**src/rtl/cic_pkg.sv**
```systemverilog
// rtl/cic_pkg.sv - shared sizing helpers and types for the CIC decimator
package cic_pkg;

  localparam int DEF_N_STAGES = 3;
  localparam int DEF_DECIM    = 64;

  // Worst-case growth of N stages at ratio R, plus sign and headroom bits.
  function automatic int acc_width(input int n, input int r);
    return n * $clog2(r) + 2;
  endfunction

  typedef logic [acc_width(DEF_N_STAGES, DEF_DECIM)-1:0] acc_t;

endpackage

```
**src/rtl/cic_comb_stage.sv**
```systemverilog
// rtl/cic_comb_stage.sv - one registered comb section: y = x - x[-1] at the decimated rate
module cic_comb_stage
  import cic_pkg::*;
#(
  parameter int WIDTH = acc_width(DEF_N_STAGES, DEF_DECIM)
) (
  input  logic             clk,
  input  logic             rst,
  input  logic             valid_in,
  input  logic [WIDTH-1:0] data_in,
  output logic             valid_out,
  output logic [WIDTH-1:0] data_out
);

  logic [WIDTH-1:0] delay_q;

  always_ff @(posedge clk or negedge rst) begin
    if (!rst) begin
      delay_q   <= '0;
      data_out  <= '0;
      valid_out <= 1'b0;
    end else begin
      valid_out <= valid_in;
      if (valid_in) begin
        // Modulo subtraction undoes integrator wrap-around exactly.
        data_out <= data_in - delay_q;
        delay_q  <= data_in;
      end
    end
  end

endmodule

```
**src/rtl/cic_decimator.sv**
```systemverilog
// rtl/cic_decimator.sv - N-stage CIC decimator turning a 1-bit DSM stream into signed PCM
module cic_decimator
  import cic_pkg::*;
#(
  parameter int N_STAGES  = 3,
  parameter int DECIM     = 64,
  parameter int OUT_WIDTH = 16
) (
  input  logic                        clk,
  input  logic                        rst,
  input  logic                        clk_en,
  input  logic                        dsm_in,
  output logic signed [OUT_WIDTH-1:0] out,
  output logic                        out_valid
);

  localparam int ACC_WIDTH = acc_width(N_STAGES, DECIM);
  localparam int CNT_W     = $clog2(DECIM);
  localparam int SHIFT     = ACC_WIDTH - OUT_WIDTH;
  localparam logic [CNT_W-1:0] CNT_MAX = CNT_W'(DECIM - 1);

  if (OUT_WIDTH > ACC_WIDTH) begin : g_bad_width
    $error("cic_decimator: OUT_WIDTH exceeds ACC_WIDTH");
  end

  // 1 -> +1, 0 -> -1, already sign-extended.
  logic [ACC_WIDTH-1:0] x;
  assign x = {{(ACC_WIDTH-1){~dsm_in}}, 1'b1};

  for (genvar k = 0; k < N_STAGES; k++) begin : g_int
    logic [ACC_WIDTH-1:0] acc;
    logic [ACC_WIDTH-1:0] acc_in;
    if (k == 0) begin : g_first
      assign acc_in = x;
    end else begin : g_chain
      assign acc_in = g_int[k-1].acc;
    end
    always_ff @(posedge clk or negedge rst) begin
      if (!rst) begin
        acc <= '0;
      end else if (clk_en) begin
        acc <= acc + acc_in;
      end
    end
  end

  logic [CNT_W-1:0] dec_cnt;
  logic             dec_stb;

  always_ff @(posedge clk or negedge rst) begin
    if (!rst) begin
      dec_cnt <= '0;
      dec_stb <= 1'b0;
    end else begin
      dec_stb <= 1'b0;
      if (clk_en) begin
        if (dec_cnt == CNT_MAX) begin
          dec_cnt <= '0;
          dec_stb <= 1'b1;
        end else begin
          dec_cnt <= dec_cnt + CNT_W'(1);
        end
      end
    end
  end

  // The first comb samples I_N while dec_stb is high, so the frame's last input is included.
  logic [N_STAGES:0][ACC_WIDTH-1:0] comb_data;
  logic [N_STAGES:0]                comb_valid;

  assign comb_data[0]  = g_int[N_STAGES-1].acc;
  assign comb_valid[0] = dec_stb;

  for (genvar k = 0; k < N_STAGES; k++) begin : g_comb
    cic_comb_stage #(.WIDTH(ACC_WIDTH)) u_comb (
      .clk       (clk),
      .rst       (rst),
      .valid_in  (comb_valid[k]),
      .data_in   (comb_data[k]),
      .valid_out (comb_valid[k+1]),
      .data_out  (comb_data[k+1])
    );
  end

  if (SHIFT > 0) begin : g_lsb
    logic unused_lsbs;
    assign unused_lsbs = ^comb_data[N_STAGES][SHIFT-1:0];
  end

  always_ff @(posedge clk or negedge rst) begin
    if (!rst) begin
      out       <= '0;
      out_valid <= 1'b0;
    end else begin
      out_valid <= comb_valid[N_STAGES];
      if (comb_valid[N_STAGES]) begin
        out <= comb_data[N_STAGES][ACC_WIDTH-1 -: OUT_WIDTH];
      end
    end
  end

endmodule

```
**config.mk**
```make
export PLATFORM = sky130hd
export DESIGN_NAME = cic_decimator
export DESIGN_NICKNAME = d
export VERILOG_FILES = /design/src/rtl/cic_pkg.sv /design/src/rtl/cic_comb_stage.sv /design/src/rtl/cic_decimator.sv
export SDC_FILE = /design/constraint.sdc
export NUM_CORES = 1
export LEC_CHECK = 0
export ABC_CLOCK_PERIOD_IN_PS = 2900
export CORE_ASPECT_RATIO = 0.5
export CORE_MARGIN = 5
export CORE_UTILIZATION = 50
export CTS_BUF_LIST = sky130_fd_sc_hd__clkbuf_4
export DETAILED_ROUTE_END_ITERATION = 10
export MAX_ROUTING_LAYER = met4
export PLACE_DENSITY = 0.69
export REMOVE_ABC_BUFFERS = 1
export SLEW_MARGIN = 15
export SYNTH_ARGS = -nofsm -noshare
export SYNTH_HDL_FRONTEND = slang
export SYNTH_SLANG_ARGS = --single-unit
```
**constraint.sdc**
```tcl
create_clock -name clk -period 2.9 [get_ports clk]
set_input_delay 0.435 -clock clk [delete_from_list [all_inputs] [get_ports clk]]
set_output_delay 0.435 -clock clk [all_outputs]
set_load 0.1 [all_outputs]
```
**After elaboration in Yosys (flattened, before gate mapping)**

Cells that the tools add are included.

- Register bits: 207
- Word-level logic and storage cells: 28
- Output and inout bits: 17

- Bitwise operators: 1
- Equality and inequality tests: 1
- Muxes and demuxes: 3
- Add/subtract/negate cells: 7

Operators by type and width:

| operator | count |
|---|---|
| $add A20 B20 Y20 | 3 |
| $sub A20 B20 Y20 | 3 |
| $add A6 B1 Y6 const B | 1 |
| $eq A6 B6 Y1 const B | 1 |
| $mux W6 | 1 |
| $mux W1 | 2 |
| $not A1 Y1 | 1 |

**Depth between registers and ports, before layout**

Gate-level depths: netlist of run 1.

- Depth after elaboration: 3
- Mapped depth: 11
- Mapped depth without buffers: 11

**Modules after synthesis**

A second synthesis of run 1 with hierarchy kept.

- Cells, all modules: 1407
- Area total of the unflattened synthesis: 13610.6 µm²

By module, submodules not included:

| module | cells each | area each (µm²) | instances |
|---|---|---|---|
| cic_decimator | 568 | 5888.1 | 1 |
| cic_comb_stage at g_comb[1].u_comb ... | 281 | 2573.7 | 2 |
| cic_comb_stage at g_comb[0].u_comb | 277 | 2575.0 | 1 |

**Worst setup path before layout of run 1**

Ideal clock, no wire load.

- Path kind: register to register
- Start point: register g_int[0].acc[0]
- End point: register g_int[1].acc[18]
- Arrival: 2725 ps
- Stages on the path, launching flop included: 11
- Setup time: 136 ps
- Data required time: 2764 ps
- Slack: 39 ps
- Path buffers: 0
- Period minus slack after synthesis: 2861 ps
- Cells stage by stage: dfrtp_1 -> ha_1 -> fa_1 -> a21o_1 -> a21oi_1 -> o21bai_1 -> a2111o_1 -> nand4_1 -> a21oi_1 -> o221ai_1 -> or3b_2

- Word-level cells in the longest chain between the ends: 1

Ends and longest elaborated chain:

| element | RTL line | text |
|---|---|---|
| start: declaration | cic_decimator.sv:31 | `logic [ACC_WIDTH-1:0] acc;` |
| start signal: assignment | cic_decimator.sv:42 | `acc <= acc + acc_in;` |
| $add A20 B20 Y20 | cic_decimator.sv:42 |  |
| end signal: assignment | cic_decimator.sv:42 |  |
| end: declaration | cic_decimator.sv:31 |  |

No other way between the ends.
A chain may end at the register's enable or synchronous reset.

**Worst setup path after layout of run 1**

- Start point: register g_int[1].acc[0]
- End point: register g_int[1].acc[10]

- Word-level cells in the longest chain between the ends: 1

Ends and longest elaborated chain:

| element | RTL line |
|---|---|
| $add A20 B20 Y20 | cic_decimator.sv:42 |

No other way between the ends.

==> results of run 1 <==
==> metal layers <==
| layer | GRT usage (%) | vias up |
|---|---|---|
| met1 | 22.5 | 4595 |
| met2 | 31.4 | 151 |
| li1 | - | 4975 |
| met5 | - | - |
| met4 | 5.84 | 0 |
| met3 | 3.37 | 58 |
==> worst max-delay path, cell delays in order, from the launching register on <==
cell      delay (ps)
dfrtp_1          420
ha_2             210
fa_2             350
a21o_1           170
a21oi_2          170
o21bai_1         110
a2111o_1         400
buf_4            160
a31o_2           220
a21oi_1          180
xnor2_1           80
mux2_2           260
==> cell usage in the layout, fill, tap and decap left out, drive strengths merged, types with 23 or more instances in the layout <==
cell / synthesis / layout
a21o: 27 / 27
a21oi: 73 / 73
buf: 10 / 88
clkbuf: 31 / 71
dfrtp: 203 / 203
ha: 113 / 113
inv: 96 / 96
mux2: 89 / 89
nand2: 112 / 112
nor2: 80 / 80
nor3: 23 / 23
o21ai: 107 / 107
xnor2: 61 / 61
==> power by group through the flow <==
stage          clock network, W  registers, W  logic (W)
2_1_floorplan                 0       0.00391    0.00709
3_3_place_gp                  0       0.00408    0.00875
3_5_place_dp                  0       0.00412    0.00910
4_1_cts                 0.00247       0.00408    0.00924
5_1_grt                 0.00263       0.00418     0.0106
6_report                0.00237       0.00409    0.00951
==> metrics by stage <==
step / setup TNS [ps] / total power, W / util (%) / cells / hold WS (ps)
after floorplan: 0 / 0.0110 / - / 1279 / 139
after global placement: -2740 / 0.0128 / 54.5 / 1707 / 456
after detailed placement: -3920 / 0.0132 / 54.5 / 1707 / 468
after CTS: 0 / 0.0158 / 57.1 / 1787 / 232
after global routing: -11.9 / 0.0174 / 57.5 / 1793 / 275
final: 0 / 0.0160 / 57.5 / 1793 / 281
==> cell families (layout without fill, tap and decap cells) <==
| logic type | after synthesis | after routing | synth area share (%) |
|---|---|---|---|
| xor gates and xnor gates | 82 | 82 | 5.62 |
| buffers and inverters | 139 | 267 | 4.08 |
| AOI/OAI and AO/OA | 362 | 362 | 18.7 |
| other | 0 | 1 | 0 |
| and+or+nand+nor | 324 | 324 | 11.9 |
| DFF | 203 | 203 | 39.7 |
| adders and majority gates | 118 | 118 | 11.8 |
| muxes | 92 | 92 | 8.10 |
==> sequential cells by signal, summed over array words and instances (netlist names) <==
name / cells
g_comb.u_comb.delay_q: 60
g_int.acc: 60
g_comb.u_comb.data_out: 56
out: 16
dec_cnt: 6
g_comb.u_comb.valid_out: 3
dec_stb: 1
out_valid: 1
==> repair_timing <==
action,in CTS,in global routing
endpoints found under the hold margin,72,0
resized for setup,6,19
hold buffers,1,0
setup endpoints to repair,4,13
setup buffers,1,5
pin swaps,1,12
==> area by class of cell <==
type | instances | area [um^2] | area share, %
Timing Repair Buffer | 91 | 729 | 5.04
Inverter | 98 | 368 | 2.54
Multi-Input combinational cell | 978 | 7260 | 50.1
Antenna cell | 1 | 2.50 | 0.0173
Clock buffer | 70 | 526 | 3.63
Clock inverter | 8 | 85.1 | 0.588
Tap cell | 344 | 430 | 2.97
Sequential cell | 203 | 5080 | 35.1
==> final timing paths <==
path / startpoint / endpoint / cells past startpoint
min reg2reg: dec_cnt[5]$_DFFE_PN0P_ / dec_cnt[5]$_DFFE_PN0P_ / 1
min: clk_en / g_int[0].acc[2]$_DFFE_PN0P_ / 2
min in group asynchronous: rst / g_int[0].acc[18]$_DFFE_PN0P_ / 2
max: g_int[1].acc[0]$_DFFE_PN0P_ / g_int[1].acc[10]$_DFFE_PN0P_ / 11
max reg2reg: g_int[1].acc[0]$_DFFE_PN0P_ / g_int[1].acc[10]$_DFFE_PN0P_ / 11
max in group asynchronous: rst / out[14]$_DFFE_PN0P_ / 3
==> impl_metrics.env, run 1 <==
export IMPL_vias_per_cell=5.45
export IMPL_dr_wl_met3_um=881
export IMPL_firstDrtPassIters=4
export IMPL_rsz0062_at_grt="yes"
export IMPL_syn_avg_cell_area_um2=9.69
export IMPL_clock_root_buffer="clkbuf_4"
export IMPL_post_drt_wl_per_cell_um=14.0
export IMPL_grt_pass1_wl_um=44600
export IMPL_synth_ff_type="dfrtp_1"
export IMPL_antenna_found_initial=1
export IMPL_grt_max_degree=79
export IMPL_status="finished clean"
export IMPL_slew_violations=0
export IMPL_setup_ws_ps=81.8
export IMPL_min_period_ps=2820
export IMPL_clock_sink_count=203
export IMPL_die_x_um=236
export IMPL_cts_tree="yes"
export IMPL_synth_seq_cells=203
export IMPL_crit_path_end_kind="flop"
export IMPL_fin_worst_skew_ps=30.9
export IMPL_hp_class="in2reg"
export IMPL_drt_total_wl_um=25200
export IMPL_hold_violations=0
export IMPL_r2r_slack_ps=80
export IMPL_p_leak_nw=6.74
export IMPL_cp_arrival_ps=3370
export IMPL_fillers=2127
export IMPL_dp_slack_ps=-530
export IMPL_syn_to_final_growth_pct=13.2
export IMPL_dpl_instance_area_mm2=0.0137
export IMPL_synthTopCellsByCount="dfrtp_1, ha_1, nand2_1"
export IMPL_slew_limit_headroom_pct=54.1
export IMPL_drive_above_1_share_pct=19.7
export IMPL_design_core_area_mm2=0.0252
export IMPL_yosysMostFrequentCell="dfrtp_1"
export IMPL_syn_cell_area_mm2=0.0128
export IMPL_dpl_hpwl_um=18300
export IMPL_io_buffer_count=20
export IMPL_maxUsedRoutingLayer="met4"
export IMPL_seq_area_frac_synth_pct=39.7
export IMPL_die_area_mm2=0.0291
export IMPL_overflow=0
export IMPL_clk_insertion_delay_late_ps=670
export IMPL_dr_first_iter_drc_count=481
export IMPL_synth_edf_count=0
export IMPL_setup_violations=0
export IMPL_track_usage_pct=18.3
export IMPL_yosysTopAreaCell="dfrtp_1"
export IMPL_start_util_pct=50.8
export IMPL_synth_cell_type_count=67
export IMPL_power_frac_comb_pct=59.5
export IMPL_switching_share_pct=41.0
export IMPL_cp_max_fo=3
export IMPL_drv_cap=0
export IMPL_finish_net_count=1544
export IMPL_clkSlewWorstSetupHoldPaths_ps=70
export IMPL_yosys_top_cells_area="dfrtp_1, ha_1, mux2_2, xnor2_1, o21ai_0"
export IMPL_synthCells=1320
export IMPL_synth_top_area_share_pct=39.7
export IMPL_ys_warn_count=0
export IMPL_die_y_um=123
export IMPL_ant_nets=0
export IMPL_grt_pass1_vias=9893
export IMPL_required_ps=3450
export IMPL_peakVddDrop_uv=397
export IMPL_p_per_area_mw_per_mm2=1100
export IMPL_crit_type="reg2reg"
export IMPL_io_pins=21
export IMPL_pwr_share_seq_pct=25.6
export IMPL_rows=41
export IMPL_met2_length_um=11800
export IMPL_pwr_share_clk_pct=14.9
export IMPL_ys_async_sr_fraction_pct=100
export IMPL_drc=0
export IMPL_p_int_w=0.00943
export IMPL_final_cell_area_mm2=0.0145
export IMPL_htreeDepth=2
export IMPL_worst_pin_slew_ps=688
export IMPL_cts_buffer_depth=3
export IMPL_wl_met1_um=11900
export IMPL_cts_inserted_buffers=50
export IMPL_power_switching_w=0.00654
export IMPL_critPathLaunchType="flop"
export IMPL_globalplace_congestion=0.887
export IMPL_num_vias=9779
export IMPL_period_share_pct=97.2
export IMPL_maxClockFrequency_mhz=355
Power figures use the tool's default switching activity.
==> inputs of run 2 (changes only) <==
- SLEW_MARGIN: 15 -> 20
==> results of run 2 <==
Same layout as run 1: the final DEF is identical, and so are final timing and power.
